<file path="config.mk">
export PLATFORM = sky130hd
export DESIGN_NAME = seq_divider_flat
export DESIGN_NICKNAME = d
export VERILOG_FILES = /design/src/rtl/seq_divider_pkg.sv /design/src/rtl/seq_divider_if.sv /design/src/rtl/seq_divider_div_step.sv /design/src/rtl/seq_divider.sv /design/src/flat_wrapper.sv
export SDC_FILE = /design/constraint.sdc
export NUM_CORES = 1
export LEC_CHECK = 0
export ABC_AREA = 1
export CAP_MARGIN = 20
export CORE_UTILIZATION = 55
export CTS_CLUSTER_SIZE = 30
export DETAILED_ROUTE_END_ITERATION = 7
export GPL_TIMING_DRIVEN = 0
export PLACE_DENSITY_LB_ADDON = 0.2
export SKIP_CTS_REPAIR_TIMING = 1
export SKIP_LAST_GASP = 1
export SYNTH_ARGS = -nofsm -noshare
export SYNTH_HDL_FRONTEND = slang
export SYNTH_SLANG_ARGS = --single-unit
export TNS_END_PERCENT = 20
</file>
<file path="constraint.sdc">
create_clock -name clock -period 2.65 [get_ports clock]
set_input_delay 0.53 -clock clock [delete_from_list [all_inputs] [get_ports clock]]
set_output_delay 0.53 -clock clock [all_outputs]
set_load 0.05 [all_outputs]
</file>
<file path="src/rtl/seq_divider_pkg.sv">
// -----------------------------------------------------------------------------
// div_pkg
// Shared definitions for the sequential signed divider:
//   DIV_WIDTH   default operand/result width
//   MIN_INT     most negative value at the default width
//   div_state_e controller states
//   cnt_width() iteration counter width for a given operand width
// -----------------------------------------------------------------------------
package div_pkg;

  localparam int DIV_WIDTH = 32;

  localparam logic [DIV_WIDTH-1:0] MIN_INT = {1'b1, {(DIV_WIDTH-1){1'b0}}};

  typedef enum logic [1:0] {
    IDLE = 2'd0,
    CALC = 2'd1,
    FIX  = 2'd2,
    DONE = 2'd3
  } div_state_e;

  // Counter must hold WIDTH-1 (the first step index).
  function automatic int cnt_width(input int width);
    return (width < 2) ? 1 : $clog2(width);
  endfunction

endpackage

</file>
<file path="src/rtl/seq_divider_if.sv">
// -----------------------------------------------------------------------------
// seq_divider_if
// Start/ready handshake and data bus between the multdiv stall logic (master)
// and the sequential divider (slave).
//   ctrl_DIV        start pulse, operands sampled on the same edge
//   data_operandA   signed dividend
//   data_operandB   signed divisor
//   data_result     quotient, truncated toward zero
//   data_remainder  remainder, sign follows dividend
//   data_exception  divide-by-zero or MIN / -1 overflow
//   data_resultRDY  one-cycle pulse when results are valid
//   busy            division in progress
// -----------------------------------------------------------------------------
interface seq_divider_if #(
  parameter int WIDTH = 32
);

  logic             ctrl_DIV;
  logic [WIDTH-1:0] data_operandA;
  logic [WIDTH-1:0] data_operandB;
  logic [WIDTH-1:0] data_result;
  logic [WIDTH-1:0] data_remainder;
  logic             data_exception;
  logic             data_resultRDY;
  logic             busy;

  modport master (
    output ctrl_DIV,
    output data_operandA,
    output data_operandB,
    input  data_result,
    input  data_remainder,
    input  data_exception,
    input  data_resultRDY,
    input  busy
  );

  modport slave (
    input  ctrl_DIV,
    input  data_operandA,
    input  data_operandB,
    output data_result,
    output data_remainder,
    output data_exception,
    output data_resultRDY,
    output busy
  );

endinterface

</file>
<file path="src/rtl/seq_divider_div_step.sv">
// -----------------------------------------------------------------------------
// div_step
// One combinational restoring-division iteration on unsigned magnitudes.
//   rem       current partial remainder (always < divisor)
//   dbit      next dividend bit shifted into the remainder
//   divisor   divisor magnitude
//   rem_next  partial remainder after this step
//   qbit      quotient bit produced by this step
// -----------------------------------------------------------------------------
module div_step #(
  parameter int WIDTH = 32
) (
  input  logic [WIDTH-1:0] rem,
  input  logic             dbit,
  input  logic [WIDTH-1:0] divisor,
  output logic [WIDTH-1:0] rem_next,
  output logic             qbit
);

  logic [WIDTH:0] shifted_s;
  logic [WIDTH:0] diff_s;

  // Trial subtraction. Because rem < divisor <= 2^(WIDTH-1), the shifted value
  // stays below 2^WIDTH, so bit WIDTH of the difference is an exact borrow.
  always_comb begin
    shifted_s = {rem, dbit};
    diff_s    = shifted_s - {1'b0, divisor};
    qbit      = ~diff_s[WIDTH];
    if (qbit) begin
      rem_next = diff_s[WIDTH-1:0];
    end else begin
      rem_next = shifted_s[WIDTH-1:0];
    end
  end

endmodule

</file>
<file path="src/rtl/seq_divider.sv">
// -----------------------------------------------------------------------------
// seq_divider
// Multi-cycle signed integer divider, one restoring step per clock.
//   clock    rising-edge clock
//   reset_n  asynchronous active-low reset; aborts any division in flight
//   bus      seq_divider_if slave: start/ready handshake, operands, results
// Divide-by-zero completes one cycle after start; all other divisions take
// WIDTH steps plus a sign-fix cycle. Results hold until the next completion.
// -----------------------------------------------------------------------------
module seq_divider
  import div_pkg::*;
#(
  parameter int WIDTH = DIV_WIDTH
) (
  input  logic          clock,
  input  logic          reset_n,
  seq_divider_if.slave  bus
);

  localparam int               CW       = cnt_width(WIDTH);
  localparam logic [WIDTH-1:0] ZERO     = {WIDTH{1'b0}};
  localparam logic [WIDTH-1:0] ALL_ONES = {WIDTH{1'b1}};
  localparam logic [WIDTH-1:0] MIN_VAL  = {1'b1, {(WIDTH-1){1'b0}}};
  localparam logic [CW-1:0]    CNT_LOAD = CW'(WIDTH-1);
  localparam logic [CW-1:0]    CNT_ZERO = {CW{1'b0}};
  localparam logic [CW-1:0]    CNT_ONE  = CW'(1);

  div_state_e       state_r;
  div_state_e       state_s;

  logic [WIDTH-1:0] quo_r;      // dividend bits shift out, quotient bits shift in
  logic [WIDTH-1:0] prem_r;     // partial remainder magnitude
  logic [WIDTH-1:0] absb_r;     // divisor magnitude
  logic [CW-1:0]    cnt_r;
  logic             qneg_r;
  logic             rneg_r;
  logic             ovf_r;

  logic [WIDTH-1:0] result_r;
  logic [WIDTH-1:0] remainder_r;
  logic             exception_r;
  logic             ready_r;
  logic             busy_r;

  logic             start_s;
  logic             divz_s;
  logic [WIDTH-1:0] abs_a_s;
  logic [WIDTH-1:0] abs_b_s;
  logic [WIDTH-1:0] step_rem_s;
  logic             step_q_s;
  logic [WIDTH-1:0] fix_quo_s;
  logic [WIDTH-1:0] fix_rem_s;

  div_step #(.WIDTH(WIDTH)) u_step (
    .rem      (prem_r),
    .dbit     (quo_r[WIDTH-1]),
    .divisor  (absb_r),
    .rem_next (step_rem_s),
    .qbit     (step_q_s)
  );

  // Start qualification and operand magnitudes. Negating MIN yields MIN, which
  // read as unsigned is the correct magnitude 2^(WIDTH-1).
  always_comb begin
    start_s = bus.ctrl_DIV & ((state_r == IDLE) | (state_r == DONE));
    divz_s  = (bus.data_operandB == ZERO);
    if (bus.data_operandA[WIDTH-1]) begin
      abs_a_s = ZERO - bus.data_operandA;
    end else begin
      abs_a_s = bus.data_operandA;
    end
    if (bus.data_operandB[WIDTH-1]) begin
      abs_b_s = ZERO - bus.data_operandB;
    end else begin
      abs_b_s = bus.data_operandB;
    end
  end

  // Sign restoration applied in FIX.
  always_comb begin
    if (qneg_r) begin
      fix_quo_s = ZERO - quo_r;
    end else begin
      fix_quo_s = quo_r;
    end
    if (rneg_r) begin
      fix_rem_s = ZERO - prem_r;
    end else begin
      fix_rem_s = prem_r;
    end
  end

  // Next-state logic; DONE accepts a new start just like IDLE.
  always_comb begin
    state_s = state_r;
    case (state_r)
      IDLE, DONE: begin
        if (start_s) begin
          if (divz_s) begin
            state_s = DONE;
          end else begin
            state_s = CALC;
          end
        end else begin
          state_s = IDLE;
        end
      end
      CALC: begin
        if (cnt_r == CNT_ZERO) begin
          state_s = FIX;
        end else begin
          state_s = CALC;
        end
      end
      FIX:     state_s = DONE;
      default: state_s = IDLE;
    endcase
  end

  // State register.
  always_ff @(posedge clock or negedge reset_n) begin
    if (!reset_n) begin
      state_r <= IDLE;
    end else begin
      state_r <= state_s;
    end
  end

  // Registered handshake outputs, derived from the state being entered.
  always_ff @(posedge clock or negedge reset_n) begin
    if (!reset_n) begin
      ready_r <= 1'b0;
      busy_r  <= 1'b0;
    end else begin
      ready_r <= (state_s == DONE);
      busy_r  <= (state_s == CALC) | (state_s == FIX);
    end
  end

  // Datapath: operand capture, iteration, and result registers.
  always_ff @(posedge clock or negedge reset_n) begin
    if (!reset_n) begin
      quo_r       <= ZERO;
      prem_r      <= ZERO;
      absb_r      <= ZERO;
      cnt_r       <= CNT_ZERO;
      qneg_r      <= 1'b0;
      rneg_r      <= 1'b0;
      ovf_r       <= 1'b0;
      result_r    <= ZERO;
      remainder_r <= ZERO;
      exception_r <= 1'b0;
    end else begin
      case (state_r)
        IDLE, DONE: begin
          if (start_s) begin
            if (divz_s) begin
              result_r    <= ZERO;
              remainder_r <= ZERO;
              exception_r <= 1'b1;
            end else begin
              quo_r  <= abs_a_s;
              prem_r <= ZERO;
              absb_r <= abs_b_s;
              cnt_r  <= CNT_LOAD;
              qneg_r <= bus.data_operandA[WIDTH-1] ^ bus.data_operandB[WIDTH-1];
              rneg_r <= bus.data_operandA[WIDTH-1];
              ovf_r  <= (bus.data_operandA == MIN_VAL) & (bus.data_operandB == ALL_ONES);
            end
          end
        end
        CALC: begin
          prem_r <= step_rem_s;
          quo_r  <= {quo_r[WIDTH-2:0], step_q_s};
          if (cnt_r != CNT_ZERO) begin
            cnt_r <= cnt_r - CNT_ONE;
          end
        end
        FIX: begin
          if (ovf_r) begin
            result_r    <= ZERO;
            remainder_r <= ZERO;
            exception_r <= 1'b1;
          end else begin
            result_r    <= fix_quo_s;
            remainder_r <= fix_rem_s;
            exception_r <= 1'b0;
          end
        end
        default: begin
        end
      endcase
    end
  end

  assign bus.data_result    = result_r;
  assign bus.data_remainder = remainder_r;
  assign bus.data_exception = exception_r;
  assign bus.data_resultRDY = ready_r;
  assign bus.busy           = busy_r;

endmodule

</file>
<file path="src/flat_wrapper.sv">
// flat-port wrapper written by rule: the top's interface ports become plain ports
module seq_divider_flat import div_pkg::*;
#(
  parameter int WIDTH = DIV_WIDTH
)
  (clock, reset_n, bus_ctrl_DIV, bus_data_operandA, bus_data_operandB, bus_data_result, bus_data_remainder, bus_data_exception, bus_data_resultRDY, bus_busy);
  seq_divider_if #(.WIDTH(WIDTH)) bus_i ();
  input  logic clock;
  input  logic reset_n;
  input wire logic [$bits(bus_i.ctrl_DIV)-1:0] bus_ctrl_DIV;
  input wire logic [$bits(bus_i.data_operandA)-1:0] bus_data_operandA;
  input wire logic [$bits(bus_i.data_operandB)-1:0] bus_data_operandB;
  output wire logic [$bits(bus_i.data_result)-1:0] bus_data_result;
  output wire logic [$bits(bus_i.data_remainder)-1:0] bus_data_remainder;
  output wire logic [$bits(bus_i.data_exception)-1:0] bus_data_exception;
  output wire logic [$bits(bus_i.data_resultRDY)-1:0] bus_data_resultRDY;
  output wire logic [$bits(bus_i.busy)-1:0] bus_busy;
  assign bus_i.ctrl_DIV = bus_ctrl_DIV;
  assign bus_i.data_operandA = bus_data_operandA;
  assign bus_i.data_operandB = bus_data_operandB;
  assign bus_data_result = bus_i.data_result;
  assign bus_data_remainder = bus_i.data_remainder;
  assign bus_data_exception = bus_i.data_exception;
  assign bus_data_resultRDY = bus_i.data_resultRDY;
  assign bus_busy = bus_i.busy;
  seq_divider #(.WIDTH(WIDTH)) u_core (.clock(clock), .reset_n(reset_n), .bus(bus_i));
endmodule
</file>
Yosys cells after proc, flatten, opt, wreduce, memory -nomap -nowiden --
Index checks and enable logic that the tools add are counted.
Cells by class: add/sub/neg operators 6, equality and inequality tests 12, mux-type cells 29, bitwise gates (word level) 7, reduce and logical (&&, ||, !) cells 11
Operators by type and width (number):
- $mux 32 | 13
- $pmux 32 s2 | 4
- $sub 1x32->32 const A | 4
- $eq 32x32->1 const B | 2
- $sub 33x32->33 | 1
- $logic_not 32->1 | 1
- $mux 5 | 3
- $pmux 5 s2 | 1
- $reduce_and 3->1 | 3
- $eq 2x2->1 const B | 4
- $mux 2 | 3
- $ne 2x1->1 const B | 3
- $pmux 2 s3 | 1
- $logic_not 5->1 | 1
- $reduce_bool 5->1 | 1
- $sub 5x1->5 const B | 1
- $eq 2x1->1 const B | 2
- $reduce_and 4->1 | 1
- $reduce_bool 2->1 | 2
- $mux 1 | 3
- $and 1x1->1 | 2
- $logic_not 2->1 | 1
- $ne 2x2->1 const B | 1
- $not 1->1 | 2
- 4 further kinds | 5
Word-level totals: register bits after elaboration 173, input port bits 67, output and inout bits 67, word-level logic and storage cells 78

Depth between registers and ports, before layout --
Gate-level depths: netlist of the first run.
depth after elaboration 7, depth in mapped cells 18, mapped depth without buffers 17

Cells and area by module --
From an unflattened synthesis of the first run, not the netlist that was laid out.
Second synthesis, totals: cell total of the unflattened synthesis 2241, area, all modules 13740.7 um^2
Modules (own cells, without submodules):
- seq_divider | instances 1, cells each 1558, area an instance 10577.6 um^2, seq. area each 4329.2 um^2
- div_step | instances 1, cells each 683, area an instance 3163.0 um^2, seq. area each 0.0 um^2

Worst setup path before layout of the first run --
No wires, ideal clock.
path kind register to register, start register u_core.quo_r[31], end register u_core.prem_r[11], library setup time 0.117 ns, data arrival time 2.100 ns, required time 2.533 ns, slack 0.433 ns, cell stages (with the launch flop) 19, buffers on the path 1, period minus slack after synthesis 2.217 ns, cells stage by stage dfrtp_1 -> inv_1 -> ha_1 -> fa_1 -> inv_1 -> nand2_1 -> nand2_1 -> nand3_1 -> nand2_1 -> nand2_1 -> nand2_2 -> nand2_4 -> nand2_4 -> nand2_4 -> nand2_4 -> buf_6 -> nand2_1 -> nand3_1 -> nand2_1
On the way: word-level cells in the longest chain between the ends 3
Ends and longest elaborated chain:
- from (decl) | RTL line seq_divider.sv:31 | logic [WIDTH-1:0] quo_r;
- from (signal assigned) | RTL line seq_divider.sv:162 | quo_r <= abs_a_s;
- from (signal assigned) | RTL line seq_divider.sv:174 | quo_r <= {quo_r[WIDTH-2:0], step_q_s};
- $sub 33x32->33 | RTL line seq_divider_div_step.sv:27 | diff_s = shifted_s - {1'b0, divisor};
- $mux 32 | RTL line seq_divider_div_step.sv:29 | if (qbit) begin
- $pmux 32 s2 | RTL line seq_divider.sv:154 | case (state_r)
- to (signal assigned) | RTL line seq_divider.sv:173 | prem_r <= step_rem_s;
- to (decl) | RTL line seq_divider.sv:32 | logic [WIDTH-1:0] prem_r;
No other way between the ends. A chain may end at the register's enable or synchronous reset.

Worst setup path after layout of the first run --
start input bus_data_operandB[12], end register u_core.result_r[24], in the netlist u_core.bus.data_result[24]
On the way: word-level cells in the longest chain between the ends 3
Ends and longest elaborated chain:
- from (decl) | RTL line flat_wrapper.sv:12 | input wire logic [$bits(bus_i.data_operandB)-1:0] bus_data_operandB;
- $logic_not 32->1 | RTL line seq_divider.sv:66 | divz_s = (bus.data_operandB == ZERO);
- $ne 2x1->1 (no line)
- $reduce_and 3->1 (no line)
- to (signal assigned) | RTL line seq_divider.sv:185 | result_r <= fix_quo_s;
- to (decl) | RTL line seq_divider.sv:39 | logic [WIDTH-1:0] result_r;
No other way between the ends.

==> out/metrics.csv, run 1 <==
stage,metric,value,unit
synthesis,ys_seq_area_share,32.6,%
global_route,grt_max_degree,125,
synthesis,synth_area_leaders,"dfrtp_1 (33%), nand2_1 (19%), inv_1 (8.1%), nand3_1 (6.8%), o21ai_0 (5.4%)",
route,top_layer_used,met4,
route,dr_wl_met2,18.5,mm
route,wl_met1,18.9,mm
route,vias,13900,
synthesis,syn_area_per_cell,6.49,um2
timing,tns,0,ns
die,start_util,56.3,%
global_route,grt_pass1_vias,12700,
global_route,grt_usage,35.0,%
clocking,insertion_delay,0.44,ns
clocking,cts.reportedPaths.clkPinSlew,0.08,ns
final_layout,diodes,0,
timing,hold_slack,0.487,ns
timing,max_freq,389,MHz
setup_path,arrival,2.95,ns
placement,dpl.hpwl,34.1,mm
timing,setup_violations,0,
route,ant_nets,0,
setup_path,start_kind,input port,
synthesis,ys_seq_elements,173,
route,drtPass1Iterations,7,
timing,hold_viol_final,0,
timing,period_minus_slack,2.57,ns
route,finalWirelength,42.0,mm
final_layout,nets,2317,
setup_path,required,3.03,ns
route,vias_per_cell,5.47,
final_layout,fill_cells,2198,
synthesis,netlist.area_leader.share,32.6,%
job,maxCapViolCount,0,
clocking,h-tree-depth,4,
die,pin_count,134,
power,p_per_area,1360,mW/mm2
timing,slew_headroom,55.7,%
route,post_drt_wl_per_cell,16.5,um
power,peakVddDrop,0.671,mV
outcome,status,"finished, final reports clean",
die,core,0.0236,mm2
final_layout,final_cell_mix,"nand2_1 (683), inv_1 (288), nand3_1 (180)",
clocking,clock-sinks,173,
global_route,antenna_found_initial,0,
die,rows,56,
synthesis,synth_top_area_cell,dfrtp_1,
placement,io_buffers,133,
placement,postPlaceCellArea,0.0151,mm2
global_route,grt.overflow.total,0,
timing,fin_skew,0.0112,ns
setup_path,timing.critical_path.to_type,flop,
timing,worst_slew_pin_slew,0.664,ns
die,die_y,157,um
synthesis,yosys_warnings,0,
global_route,grt_pass1_wl,66.2,mm
synthesis,syn_area,0.0133,mm2
route,wl_met3,3.58,mm
final_layout,fin_area,0.0158,mm2
final_layout,drive_gt1_share,5.54,%
power,p_leak,8.14,nW
synthesis,synth_nets,2158,
clocking,root_buffer,clkbuf_16,
placement,place.gp.congestion,0.987,
die,die_x,157,um
final_layout,syn_to_final_growth,18.6,%
clocking,cts_buffer_depth,2,
timing,post-route-period-util,97.0,%
setup_path,cp_max_fo,10,
die,die-area,0.0248,mm2
min_path,hold_path_class,reg -> reg,
route,route.detailed.drc,0,
synthesis,async_reset_ff_share,100,%
timing,slew_violations,0,
synthesis,synth_edf_count,0,
synthesis,ys_types,47,
clocking,numCtsBuffers,17,
synthesis,syn_inst,2049,
timing,rsz0062_at_grt,true,
synthesis,ys.flop_type,dfrtp_1,
final_layout,final_common_cell,nand2_1,
clocking,cts_tree,done,
route,drt-initial-drc-count,1281,
setup_path,crit_type,in -> reg,
==> path summary, 6_finish.rpt <==
kind                                         startpoint                      endpoint  slack, ns  depth (start not counted)
setup / recovery                  bus_data_operandB[12]    u_core.bus.data_result[24]       0.08                         13
hold / removal             u_core.bus.data_remainder[9]  u_core.bus.data_remainder[9]       0.49                          2
setup reg to reg                      u_core.state_r[0]               u_core.quo_r[2]       0.14                          8
hold reg to reg            u_core.bus.data_remainder[9]  u_core.bus.data_remainder[9]       0.49                          2
max in group asynchronous                       reset_n             u_core.prem_r[24]       1.15                          3
min in group asynchronous                       reset_n               u_core.cnt_r[2]       0.58                          2
==> flip-flops by register name, summed over array words and instances, names as in the netlist, 2 cells and up <==
name and cells:
u_core.bus.data_result 32, u_core.absb_r 32, u_core.quo_r 32, u_core.state_r 2, u_core.bus.data_remainder 32, u_core.cnt_r 5
u_core.prem_r 32
==> cell families after synthesis <==
| logic type | Yosys count | share of synthesized area [%] |
|---|---|---|
| flip-flops | 173 | 32.6 |
| AND/OR/NAND/NOR | 1118 | 35.4 |
| XOR/XNOR | 101 | 6.65 |
| AO/OA/AOI/OAI | 262 | 10.8 |
| buffers and inverters | 353 | 10.6 |
| adder cells (fa/ha/maj) | 42 | 4.01 |
==> per-layer routing <==
metal | vias to the layer above | global-route usage [%]
li1 | 6822 | -
met1 | 6392 | 49.0
met2 | 623 | 55.7
met3 | 66 | 5.45
met4 | 0 | 10.1
met5 | - | 0
==> worst max-delay path, stage by stage <==
cell	delay, ns
clkdlybuf4s50_1	0.49
inv_1	0.22
nand3_2	0.18
nor2_1	0.16
nand3_1	0.14
nor2_2	0.17
nor2_1	0.08
nor2_1	0.10
nand2_1	0.19
buf_4	0.26
nor2_4	0.19
nand3_1	0.14
nand2_1	0.08
==> where the power goes <==
group / switching, mW / total [mW] / internal, mW
sequential: 1.01 / 4.76 / 3.75
combinational: 9.52 / 14.1 / 4.59
clock: 1.27 / 2.57 / 1.30
==> cell usage after synthesis, drive strengths merged, types with 2 or more instances <==
cell / number
or2: 10
xor2: 80
o21bai: 5
dfrtp: 173
inv: 292
nor2: 162
xnor2: 21
nand3: 184
nand2: 693
nand3b: 4
nor4: 3
o22ai: 2
ha: 41
clkbuf: 31
nor3: 29
o21ai: 177
a31oi: 5
a21oi: 52
and2: 3
a21boi: 2
nand4: 28
o211ai: 16
buf: 30
==> metrics by stage <==
stage | std cells | setup slack [ns] | power [mW] | util (%)
2_1_floorplan | 2049 | 0.433 | 14.2 | -
3_3_place_gp | 2501 | -5.87 | 18.1 | 63.6
3_5_place_dp | 2502 | -0.350 | 18.4 | 63.8
4_1_cts | 2534 | 0.0256 | 21.0 | 66.3
5_1_grt | 2540 | -0.0590 | 23.2 | 66.8
6_report | 2540 | 0.0798 | 21.4 | 66.8
==> final cells by class <==
cell class	count	area, um2	share of cell area [%]
clock buffers	18	439	2.78
repair buffers	140	1410	8.95
clock inverters	14	168	1.06
inverters	292	1100	6.95
flip-flops and latches	173	4330	27.4
plain buffers	61	322	2.04
well taps	319	399	2.53
multi-input cells	1523	7610	48.2
Power figures use the tool's default switching activity.
==> run 2: changes to the inputs <==
--- a/config.mk
+++ b/config.mk
@@ -11,7 +11,9 @@
 export CTS_CLUSTER_SIZE = 30
 export DETAILED_ROUTE_END_ITERATION = 7
 export GPL_TIMING_DRIVEN = 0
+export MAX_ROUTING_LAYER = met4
 export PLACE_DENSITY_LB_ADDON = 0.2
+export RECOVER_POWER = 100
 export SKIP_CTS_REPAIR_TIMING = 1
 export SKIP_LAST_GASP = 1
 export SYNTH_ARGS = -nofsm -noshare
==> run 2 against run 1 <==
Effect of this change:
- register-to-register slack worse by 0.02 ns
- critical endpoint is now u_core.bus.data_remainder[20]
- final area is 0.21% lower
- utilization is 0.14 points lower
- clock skew is 0.0040 ns higher
- sequential share of layout area is 0.057 points higher
- non-clock buffer count is 2 lower
- first-iteration DRC count is 8.6% lower
- via count is 1.2% lower
- critical path type unchanged
- maximum frequency is 0.31% lower
- combinational power hardly changed
- global-route usage is 0.65 points higher
- count of clock-buffer cells in the layout is 1 lower
==> out/metrics.csv, run 2 (synthesis gave the netlist of run 1 again) <==
stage,metric,value,unit
outcome,status,"finished, final reports clean",
route,drtPass1Iterations,5,
clocking,h-tree-depth,4,
setup_path,arrival,2.90,ns
final_layout,nets,2315,
setup_path,start_kind,input port,
route,wl_met1,19.0,mm
timing,setup_violations,0,
clocking,cts_buffer_depth,2,
final_layout,final_cell_mix,"nand2_1 (684), inv_1 (288), nand3_1 (180)",
placement,dpl.hpwl,33.9,mm
power,p_leak,8.34,nW
final_layout,layout.area.seq,0.00433,mm2
clocking,insertion_delay,0.45,ns
timing,post-route-period-util,97.3,%
setup_path,required,2.98,ns
route,route.detailed.drc,0,
global_route,grt_usage,35.7,%
die,die-area,0.0248,mm2
route,vias_per_cell,5.41,
power,peakVddDrop,0.586,mV
power,p_per_area,1360,mW/mm2
final_layout,final_common_cell,nand2_1,
route,top_layer_used,met4,
die,die_x,157,um
setup_path,r2r_end,u_core.quo_r[2],
clocking,root_buffer,clkbuf_16,
clocking,numCtsBuffers,17,
setup_path,worst_r2r_path_depth,8,
route,wl_met3,3.44,mm
final_layout,fill_cells,2191,
final_layout,drive_gt1_share,5.50,%
global_route,antenna_found_initial,0,
route,dr_wl_met2,18.5,mm
global_route,grt_pass1_wl,65.6,mm
power,total_power,21.3,mW
clocking,cts.reportedPaths.clkPinSlew,0.08,ns
final_layout,diodes,0,
timing,rsz0062_at_grt,true,
setup_path,reg2reg_setup_slack,0.12,ns
die,core,0.0236,mm2
timing,worst_slew_pin_slew,1.32,ns
job,maxCapViolCount,0,
global_route,grt_max_degree,123,
final_layout,multi_input_area,0.00759,mm2
route,drt-initial-drc-count,1171,
setup_path,timing.critical_path.to_type,flop,
timing,hold_viol_final,0,
die,start_util,56.3,%
placement,io_buffers,133,
timing,slew_violations,0,
die,rows,56,
route,post_drt_wl_per_cell,16.5,um
timing,slew_headroom,11.8,%
route,ant_nets,0,
min_path,hold_path_class,in -> async,
route,vias,13700,
die,pin_count,134,
global_route,grt.overflow.total,0,
final_layout,syn_to_final_growth,18.4,%
setup_path,r2r-start,u_core.state_r[0],
clocking,clock-sinks,173,
clocking,cts_tree,done,
setup_path,crit_type,in -> reg,
timing,fin_skew,0.0152,ns
timing,period_minus_slack,2.58,ns
setup_path,cp_max_fo,10,
route,finalWirelength,41.8,mm
timing,max_freq,388,MHz
die,die_y,157,um
placement,place.gp.congestion,1.01,
global_route,grt_pass1_vias,12600,
final_layout,post-route-util,66.7,%
==> run 2: final cells by class <==
type                            instances  share of cell area, %
Clock inverter                         15                   1.30
Buffer                                 61                   2.05
Clock buffer                           17                   2.70
Multi-Input combinational cell       1523                   48.3
Tap cell                              319                   2.54
Inverter                              292                   6.96
Timing Repair Buffer                  138                   8.69
Sequential cell                       173                   27.5
==> run 2: how the worst max path moves through the flow <==
stage	cells past startpoint	start	slack (ns)	end
global placement	1	reset_n	-5.84	u_core.bus.data_remainder[16]
global route	9	u_core.state_r[1]	-0.08	u_core.quo_r[2]
detailed placement	11	bus_data_operandB[20]	-0.42	u_core.bus.data_result[22]
finish	13	bus_data_operandB[20]	0.07	u_core.bus.data_remainder[20]
floorplan	18	u_core.quo_r[31]	0.43	u_core.prem_r[11]
CTS	18	u_core.quo_r[31]	0.0003	u_core.prem_r[30]
==> run 2: metal layers <==
metal | track usage (%) | up-vias
li1 | - | 6816
met1 | 49.0 | 6317
met2 | 54.3 | 539
met3 | 5.59 | 59
met4 | 9.99 | 0
met5 | - | -
==> run 2: worst max-delay path, stage by stage <==
cell             delay [ns]
clkdlybuf4s50_1        0.53
nor2_2                 0.25
nand3_1                0.14
nor2_2                 0.20
nand3_2                0.13
nor2_2                 0.13
nor2_1                 0.06
nor2_1                 0.10
nand2_1                0.21
buf_4                  0.27
buf_2                  0.20
nand2_1                0.09
o21ai_1                0.06
==> run 2: per-stage QoR <==
step / hold slack [ns] / std cells / area, um2 / setup TNS, ns / setup slack (ns)
after floorplan: 0.234 / 2049 / 13300 / 0 / 0.433
after global placement: 0.464 / 2501 / 15000 / -1053.08 / -5.84
after detailed placement: 0.456 / 2502 / 15100 / -44.13 / -0.419
after CTS: -0.0147 / 2534 / 15700 / 0 / 0.000306
after global routing: 0.483 / 2538 / 15700 / -0.310 / -0.0801
final: 0.368 / 2538 / 15700 / 0 / 0.0717
==> run 2: power breakdown <==
part           leakage, nW  switching (mW)  internal (mW)
clock network        0.303            1.34           1.31
registers             2.24           0.985           3.75
logic                 5.80            9.54           4.41
total                 8.34            11.9           9.48
==> run 3: changes to the inputs <==
--- a/config.mk
+++ b/config.mk
@@ -7,6 +7,7 @@
 export LEC_CHECK = 0
 export ABC_AREA = 1
 export CAP_MARGIN = 20
+export CORE_MARGIN = 3
 export CORE_UTILIZATION = 55
 export CTS_CLUSTER_SIZE = 30
 export DETAILED_ROUTE_END_ITERATION = 7
==> run 3 against run 2 <==
Effect of this change:
- the flow now finishes with violations (negative setup slack)
- highest routed layer unchanged
- combinational power about the same
- critical endpoint is now u_core.bus.data_remainder[21]
- sequential power hardly changed
- global-route usage down 2.3 points
- flip-flop and latch count stayed put
- first-iteration DRC count grew 11%
==> out/metrics.csv, run 3 (synthesis gave the netlist of run 1 again) <==
stage,metric,value,unit
global_route,grt_usage,33.4,%
final_layout,final_cell_mix,"nand2_1 (683), inv_1 (289), nand3_1 (180)",
timing,period_minus_slack,2.66,ns
job,maxCapViolCount,0,
power,p_switching,11.9,mW
timing,worst_slew_pin_slew,1.42,ns
die,die_y,161,um
setup_path,crit_end,u_core.bus.data_remainder[21],
setup_path,reg2reg_setup_slack,0.10,ns
global_route,grt_pass1_vias,13000,
setup_path,timing.critical_path.to_type,flop,
global_route,grt_pass1_wl,67.5,mm
final_layout,fill_cells,2157,
timing,slew_violations,0,
timing,hold_viol_final,0,
die,pin_count,134,
clocking,cts.reportedPaths.clkPinSlew,0.08,ns
setup_path,crit_type,in -> reg,
final_layout,drive_gt1_share,5.63,%
clocking,h-tree-depth,4,
final_layout,nets,2318,
final_layout,fin_cells,2541,
placement,io_buffers,133,
setup_path,cp_max_fo,10,
route,drt-initial-drc-count,1295,
clocking,insertion_delay,0.45,ns
global_route,grt.overflow.total,0,
route,post_drt_wl_per_cell,16.5,um
placement,place_inst,2502,
route,ant_nets,0,
timing,fin_skew,0.0153,ns
die,core,0.0236,mm2
clocking,cts_buffer_depth,2,
setup_path,crit_chain,clkdlybuf4s50_1 > nor2_2 > nand3_2 > nor2_1 > nand3_1 > nor2_2 > nor2_1 > nor2_1 > nand2_1 > buf_4 > buf_2 > nand2_1 > o21ai_1,
timing,post-route-period-util,101,%
global_route,antenna_found_initial,0,
power,peakVddDrop,0.642,mV
setup_path,path_depth,13,
timing,slew_headroom,5.43,%
setup_path,cp_top_family,simple AND/OR/NAND/NOR gates,
clocking,clock-sinks,173,
route,route.detailed.drc,0,
power,p_per_area,1360,mW/mm2
setup_path,crit_buf_inv,3,
timing,setup_ws,-0.0142,ns
setup_path,startpoint,bus_data_operandB[14],
clocking,root_buffer,clkbuf_16,
power,p_int,9.55,mW
setup_path,r2r-start,u_core.state_r[0],
route,vias_per_cell,5.42,
placement,place.gp.congestion,0.982,
setup_path,max_stage_delay,0.52,ns
final_layout,syn_to_final_growth,18.7,%
timing,rsz0062_at_grt,true,
clocking,numCtsBuffers,17,
clocking,cts_tree,done,
power,p_sw_share,55.5,%
final_layout,diodes,0,
setup_path,required,2.96,ns
setup_path,cp_common_cell,nor2_1,
power,power_frac_seq,22.0,%
die,rows,56,
setup_path,worst_r2r_path_depth,8,
route,drtPass1Iterations,6,
setup_path,start_kind,input port,
timing,max_freq,375,MHz
setup_path,r2r_end,u_core.quo_r[2],
power,clkPwrFrac,12.7,%
power,comb_power_share,65.4,%
timing,setup_violations,1,
setup_path,arrival,2.98,ns
min_path,hold_path_class,in -> async,
die,die_x,161,um
placement,dpl.hpwl,33.9,mm
route,vias,13800,
die,die-area,0.0261,mm2
outcome,status,finished with violations,
outcome,violations,negative setup slack,
final_layout,final_common_cell,nand2_1,
power,p_leak,8.35,nW
route,finalWirelength,41.8,mm
setup_path,crit_slowest_cell,clkdlybuf4s50_1,
die,start_util,56.3,%
timing,hold_slack,0.405,ns
global_route,grt_max_degree,113,
## run 3: changes by cell type in the layout (fill, tap and decap cells not counted), moves of 2 or more
cell	previous run	this run
ha_2	1	4
clkinv_4	2	0
clkbuf_1	28	31
buf_4	5	9
ha_1	40	37
clkbuf_2	7	5
## run 3: worst min path at each step
stage	start	to	slack, ns	cells past startpoint
finish	reset_n	u_core.bus.data_remainder[13]	0.41	1
global route	u_core.bus.data_remainder[7]	u_core.bus.data_remainder[7]	0.50	2
CTS	reset_n	u_core.bus.data_remainder[19]	0.01	1
detailed placement	u_core.absb_r[30]	u_core.absb_r[30]	0.47	2
global placement	u_core.bus.data_remainder[24]	u_core.bus.data_remainder[24]	0.46	2
floorplan	reset_n	u_core.absb_r[0]	0.23	0
## run 3: final cells by class
type,instances,area (um2),share of cell area (%)
Buffer,61,319,2.02
Clock buffer,17,425,2.70
Clock inverter,15,220,1.40
Inverter,292,1100,6.94
Multi-Input combinational cell,1523,7600,48.2
Sequential cell,173,4330,27.4
Tap cell,319,399,2.53
Timing Repair Buffer,141,1390,8.81
## run 3: per-layer routing
| layer | global-route usage [%] | routed length (um) |
|---|---|---|
| met1 | 47.6 | 19200 |
| met2 | 50.6 | 18500 |
| met3 | 4.77 | 3360 |
| met4 | 8.06 | 716 |
| met5 | - | 0 |
## run 3: metrics by stage
stage	setup TNS, ns	cell area (um2)	util, %	setup slack, ns	power, mW
3_3_place_gp	-1046.23	15000	63.6	-5.85	18.1
4_1_cts	-2.79	15700	66.5	-0.181	21.2
6_report	-0.0142	15800	66.8	-0.0142	21.5
2_1_floorplan	0	13300	-	0.433	14.2
3_5_place_dp	-42.87	15100	63.8	-0.389	18.4
5_1_grt	-1.05	15800	66.8	-0.0746	23.2
## run 3: power by group through the flow
stage	logic, mW	registers, mW	clock network [mW]
finish	14.0	4.72	2.72
floorplan	8.47	5.77	0
global route	15.5	4.85	2.83
global placement	13.4	4.67	0
detailed placement	13.7	4.73	0
CTS	13.8	4.68	2.72
